==> src/rtl/mem_access_arbiter_pkg.sv <==
`default_nettype none
// +-----------------------------------------------------------------------+
// | mem_access_arbiter_pkg : shared state and op encodings for the arbiter |
// | Rev 1.0                                                               |
// +-----------------------------------------------------------------------+
package mem_access_arbiter_pkg;

  typedef enum logic [1:0] {
    ST_IDLE   = 2'b00,
    ST_ISSUE  = 2'b01,
    ST_WAIT_V = 2'b10,
    ST_WAIT_D = 2'b11
  } arb_state_e;

  localparam logic OP_READ  = 1'b0;
  localparam logic OP_WRITE = 1'b1;

endpackage
`default_nettype wire

==> src/rtl/mem_access_arbiter_rr_pick.sv <==
`default_nettype none
// +-----------------------------------------------------------------------+
// | rr_pick : combinational round-robin picker, i_ptr is checked first     |
// | Rev 1.0                                                               |
// +-----------------------------------------------------------------------+
module rr_pick #(
  parameter int NREQ = 4
) (
  input  logic [NREQ-1:0]                          i_req,
  input  logic [((NREQ > 1) ? $clog2(NREQ) : 1)-1:0] i_ptr,
  output logic [NREQ-1:0]                          o_onehot,
  output logic [((NREQ > 1) ? $clog2(NREQ) : 1)-1:0] o_idx,
  output logic                                     o_any
);

  localparam int c_ptr_w = (NREQ > 1) ? $clog2(NREQ) : 1;

  always_comb begin
    logic [c_ptr_w-1:0] w_k;
    o_onehot = '0;
    o_idx    = '0;
    o_any    = 1'b0;
    w_k      = '0;
    for (int i = 0; i < NREQ; i++) begin
      w_k = c_ptr_w'((int'(i_ptr) + i) % NREQ);
      if (!o_any && i_req[w_k]) begin
        o_any         = 1'b1;
        o_idx         = w_k;
        o_onehot[w_k] = 1'b1;
      end
    end
  end

endmodule
`default_nettype wire

==> src/rtl/mem_access_arbiter.sv <==
`default_nettype none
// +-----------------------------------------------------------------------+
// | mem_access_arbiter : round-robin sequencer in front of one access FSM  |
// | Optional watchdog abort: define MEM_ARB_TIMEOUT_EN.   Rev 1.0          |
// +-----------------------------------------------------------------------+
module mem_access_arbiter
  import mem_access_arbiter_pkg::*;
#(
  parameter int NREQ        = 4,
  parameter int TIMEOUT_CYC = 16
) (
  input  logic            clk,
  input  logic            rst,
  input  logic [NREQ-1:0] req,
  input  logic [NREQ-1:0] req_op,
  output logic [NREQ-1:0] grant,
  output logic [NREQ-1:0] done,
  output logic            err,
  output logic            mem_select,
  output logic            mem_op,
  input  logic            mem_valid,
  input  logic            mem_rw
);

  localparam int c_ptr_w = (NREQ > 1) ? $clog2(NREQ) : 1;

  arb_state_e         r_state;
  logic [NREQ-1:0]    r_grant;
  logic [NREQ-1:0]    r_done;
  logic               r_sel;
  logic               r_mem_op;
  logic [c_ptr_w-1:0] r_ptr;
  logic [c_ptr_w-1:0] r_idx;

  logic [NREQ-1:0]    w_onehot;
  logic [c_ptr_w-1:0] w_idx;
  logic               w_any;
  logic [c_ptr_w-1:0] w_next_ptr;
  logic [1:0]         w_unused;

  rr_pick #(.NREQ(NREQ)) u_pick (
    .i_req    (req),
    .i_ptr    (r_ptr),
    .o_onehot (w_onehot),
    .o_idx    (w_idx),
    .o_any    (w_any)
  );

  assign w_next_ptr = (r_idx == c_ptr_w'(NREQ - 1)) ? '0 : r_idx + 1'b1;
  // mem_rw is informational only; the watchdog is what catches a stuck or illegal sequence.
  assign w_unused   = {mem_rw, TIMEOUT_CYC != 0};

`ifdef MEM_ARB_TIMEOUT_EN
  localparam int c_cnt_w = $clog2(TIMEOUT_CYC + 1);
  logic [c_cnt_w-1:0] r_cnt;
  logic               r_err;
`endif

  always_ff @(posedge clk) begin
    if (rst) begin
      r_state  <= ST_IDLE;
      r_grant  <= '0;
      r_done   <= '0;
      r_sel    <= 1'b0;
      r_mem_op <= OP_READ;
      r_ptr    <= '0;
      r_idx    <= '0;
`ifdef MEM_ARB_TIMEOUT_EN
      r_cnt    <= '0;
      r_err    <= 1'b0;
`endif
    end else begin
      r_done   <= '0;
      r_sel    <= 1'b0;
      r_mem_op <= OP_READ;
      case (r_state)
        ST_IDLE: begin
          // grant is held through the done cycle and replaced (or cleared) here
          r_grant <= w_onehot;
          if (w_any) begin
            r_idx    <= w_idx;
            r_sel    <= 1'b1;
            r_mem_op <= (req_op[w_idx] == OP_WRITE) ? OP_WRITE : OP_READ;
            r_state  <= ST_ISSUE;
          end
        end
        ST_ISSUE:  r_state <= ST_WAIT_V;
        ST_WAIT_V: if (mem_valid) r_state <= ST_WAIT_D;
        ST_WAIT_D: begin
          if (!mem_valid) begin
            r_done  <= r_grant;
            r_ptr   <= w_next_ptr;
            r_state <= ST_IDLE;
          end
        end
        default:   r_state <= ST_IDLE;
      endcase
`ifdef MEM_ARB_TIMEOUT_EN
      r_err <= 1'b0;
      r_cnt <= (r_state == ST_IDLE) ? '0 : r_cnt + 1'b1;
      // a normal completion in the same cycle takes precedence over the abort
      if ((r_state == ST_WAIT_V || (r_state == ST_WAIT_D && mem_valid)) &&
          r_cnt == c_cnt_w'(TIMEOUT_CYC - 1)) begin
        r_err   <= 1'b1;
        r_grant <= '0;
        r_ptr   <= w_next_ptr;
        r_state <= ST_IDLE;
      end
`endif
    end
  end

  assign grant      = r_grant;
  assign done       = r_done;
  assign mem_select = r_sel;
  assign mem_op     = r_mem_op;
`ifdef MEM_ARB_TIMEOUT_EN
  assign err        = r_err;
`else
  assign err        = 1'b0;
`endif

endmodule
`default_nettype wire

==> config.mk <==
export PLATFORM = sky130hd
export DESIGN_NAME = mem_access_arbiter
export DESIGN_NICKNAME = d
export VERILOG_FILES = /design/src/rtl/mem_access_arbiter_pkg.sv /design/src/rtl/mem_access_arbiter_rr_pick.sv /design/src/rtl/mem_access_arbiter.sv
export SDC_FILE = /design/constraint.sdc
export NUM_CORES = 1
export LEC_CHECK = 0
export CAP_MARGIN = 20
export CORE_AREA = 2 2 70 72
export DETAILED_ROUTE_END_ITERATION = 8
export DIE_AREA = 0 0 72 74
export HOLD_SLACK_MARGIN = 0.05
export PLACE_DENSITY_LB_ADDON = 0.05
export SYNTH_ARGS = -nofsm -noshare
export SYNTH_HDL_FRONTEND = slang
export SYNTH_HIERARCHICAL = 1
export SYNTH_SLANG_ARGS = --single-unit
export TNS_END_PERCENT = 50
==> constraint.sdc <==
create_clock -name clk -period 3.35 [get_ports clk]
set_input_delay 0.67 -clock clk [delete_from_list [all_inputs] [get_ports clk]]
set_output_delay 0.67 -clock clk [all_outputs]
set_load 0.02 [all_outputs]
==> summary.md <==
The worst hold path was traced through 2 stages. The worst setup path is launched from a primary input. The post-DP HPWL is 1.86 mm. The vias per cell was 4.87; the number of distinct library cell variants in the gate-level netlist after synthesis was 32.

Setup total negative slack on the finished layout was measured at 0 ns. The initial cell density of the core came out at 23.1%. Pin count of the biggest net entering global routing: 14. The core area came out at 4600 um^2.

The first global-routing pass estimated 4.13 mm of wire. At the worst endpoint, the required time is 3.49 ns. The analysis attributes to cell leakage a power of 0.528 nW.

Flip-flop and latch area: 320 um^2. Critical setup path kind: in2reg. The dominant combinational cell family by area after synthesis is multiplexers. The path category of the worst min-delay check was reg2reg.

The floorplan die width works out to 72 um. Among all cell types in the netlist, the one instantiated most often is dfxtp_1. The area occupied by multi-input gates is 676 um^2, and the post-synthesis area per instance is 9.93 um^2. The die outline height is 74 um. The share of the synthesized area in compound gates (AO/OA/AOI/OAI) is 15.0%. The count of pins over their slew limit is 0, and the final weighted congestion in routability-driven placement is 0.708. The number of setup violations in the final report came out at 0. In this run the core area contains 25 standard-cell rows. Clock tree synthesis inserted a total of 3 buffers. The repair_antennas step left the layout with diodes totalling 0.

The internal portion of total power is 0.439 mW, and the delay of the slowest cell on the worst path is 0.61 ns. The starting DRC count in detailed routing came out at 33. In the global route stage, overall resource usage came out at 10.1%. For the net switching power figure, the log shows 0.234 mW. The logs give 3.07 ns for the worst endpoint data arrival time and 23 for the I/O pin count. The number of buffer cells added on primary ports was 20. The least setup slack across all paths after layout was 0.419 ns; the portion of the post-synthesis area used by sequential elements was 30.2%. After detailed routing, the number of remaining DRC violations is 0.

Once detail routing completed, the nets flagged for antenna violations numbered 0. Sort of element at the end of the critical path: a flop. Setup repair after global routing left no endpoint under its margin.

The post-route minimum period works out to 2.93 ns. For this design the ratio of total power to cell area is 496 nW/um^2. The leading register cell type out of synthesis was dfxtp_1.

The critical path runs through a total of 7 cells. For the setup slack of the worst register-to-register path, the log shows 0.77 ns. The tools report the deepest clock path buffer count as 2. The post-synthesis share of cell area spent on xor and xnor gates was 0%; the number of instances in the synthesized netlist was 107.

The via count of the first global-routing pass came out at 907. The logs give 130 uV for the maximum vdd drop and 5330 um^2 for the area of the die. In the final design database the tool counted 151 nets. The clock network burns 21.1% of the power.

TritonCTS built the clock tree. Sorting the synthesized cells by area gives the leading types as dfxtp_1 30%, ha_1 11%, mux2i_1 8.5%. Multiplexer cells account for 20.8% of the synthesized area. The cell taking the most area after synthesis is dfxtp_1. Clock skew on the completed layout was measured at 0.00280 ns. In the final layout, the share of cells above drive strength 1 is 13.3%. Along the worst path, the maximum fanout reaches 6. Buffers inserted to repair hold after CTS numbered 0. Total congestion overflow: 0.

After clock tree synthesis, the clock-pin slew on the worst setup and hold paths is 0.06 ns. The synthesized netlist devotes 16.8% of its cell area to simple gates. The clock net in this run drives a total of 16 sinks. The first detailed-routing pass took 4 iterations. Sequential cells account for 36.4% of the total power. The worst register-to-register path has a depth of 8. On the critical path the largest part of the delay comes from multiplexers. The routed wire length came out at 2.37 mm.

The flow ran to the end, and the final reports show no timing, DRC or antenna violations. The critical path goes through clkdlybuf4s50_1 -> mux4_1 -> nor2b_1 -> nor2_1 -> o31ai_1 -> mux4_2 -> and2_1. The count of cells resized by post-cts repair was 0; the achievable clock frequency was 341 MHz. The area share of fa/ha/maj cells after synthesis is 10.6%, and the total number of yosys warnings is 6. The buffer type at the clock tree root was clkbuf_8. Across the run, the number of max-cap violations was 0. The async set or reset register ratio after synthesis is 0%. The fraction of power consumed by combinational cells is 42.5%, and the total number of vias is 886. Counting the fill cells in the layout gives 489.

The register bit total from synthesis is 16. The synthesis-to-layout area growth came out at 27.8%. The maximum level of the CTS H-tree is 1, and the placement-stage worst setup slack is 0.0899 ns. Number of setup buffers added after CTS: 0. Final worst-path cycle share: 87.5%.

The synthesized netlist occupies a cell area of 1060 um^2. Of the total power, the share spent switching nets is 34.7%. The synthesized netlist net count is 128, and the count of buffering cells on the critical path with inverters included is 1. For this design, the slowest cell found on the critical path is mux4_1.

Sorting the synthesized cells by how often they occur yields 16 x dfxtp_1, 11 x nor2_1, 9 x ha_1, 9 x mux2i_1, 8 x a22oi_1. The proportion of netlist area held by the largest area contributor was 30.2%. The count of endpoints failing hold in the final timing report is 0, and the number of antenna violations at the first check in global routing is 0.

The tools report the worst-skew pair later-pin latency as 0.24 ns. The count of flip-flops with a built-in enable after synthesis was 0; the wire length per cell was 13.0 um.
[cell families after synthesis]
kind of cell / after synthesis
flip-flops: 16
multiplexers: 15
AND/OR/NAND/NOR: 31
AO/OA/AOI/OAI: 23
adder cells (fa/ha/maj): 9
other: 1
buffers and inverters: 12
[cell type report]
type | count | share of cell area (%)
Clock buffer | 3 | 3.04
Timing Repair Buffer | 24 | 17.0
Inverter | 6 | 1.66
Tap cell | 54 | 4.98
Multi-Input combinational cell | 79 | 49.8
Sequential cell | 16 | 23.6
[per-layer routing]
layer,share of wire [%],GRT usage (%),up-vias
met1,44,11.7,415
met4,3.2,5.45,0
met2,47,17.5,32
li1,-,-,433
met5,0,0,-
met3,5.1,2.17,6
[final timing paths]
check,startpoint,endpoint
max,req[3],mem_op
min,r_idx[1],r_idx[1]
max reg2reg,r_ptr[1],mem_op
min reg2reg,r_idx[1],r_idx[1]
[power by group through the flow]
stage	registers [mW]	logic, mW	clock network [mW]
after global placement	0.249	0.287	0
after floorplan	0.270	0.180	0
after global routing	0.250	0.320	0.159
after CTS	0.245	0.291	0.150
after detailed placement	0.249	0.291	0
final	0.245	0.286	0.142
[state kept, by name, summed over array words and instances (netlist names)]
signal      flops
grant           4
done            4
mem_op          1
r_state         2
r_ptr           2
mem_select      1
r_idx           2
[per-stage QoR]
step	area [um^2]	total power [mW]	utilization, %	hold WS [ns]	std cells
floorplan	1060	0.451	-	0.440	107
global placement	1320	0.536	28.6	0.453	179
detailed placement	1320	0.540	28.6	0.458	179
CTS	1360	0.687	29.5	0.467	182
global route	1360	0.729	29.5	0.503	182
finish	1360	0.673	29.5	0.464	182
[layout by cell type, fill, tap and decap left out, types with 3 or more instances in the layout]
cell type / count
nor2_1: 11
inv_1: 6
ha_1: 9
dfxtp_1: 16
o21ai_0: 5
a22oi_1: 8
a21oi_1: 3
mux4_2: 3
nand2b_1: 3
and3_2: 4
clkdlybuf4s50_1: 20
buf_4: 4
clkbuf_8: 3
nand2_1: 3
mux2i_1: 9
[worst min-delay path: stages (launching register included)]
cell,delay (ns)
dfxtp_1,0.31
nand2_1,0.05
a21oi_1,0.05
No activity file was read; power rests on OpenSTA's default activity.
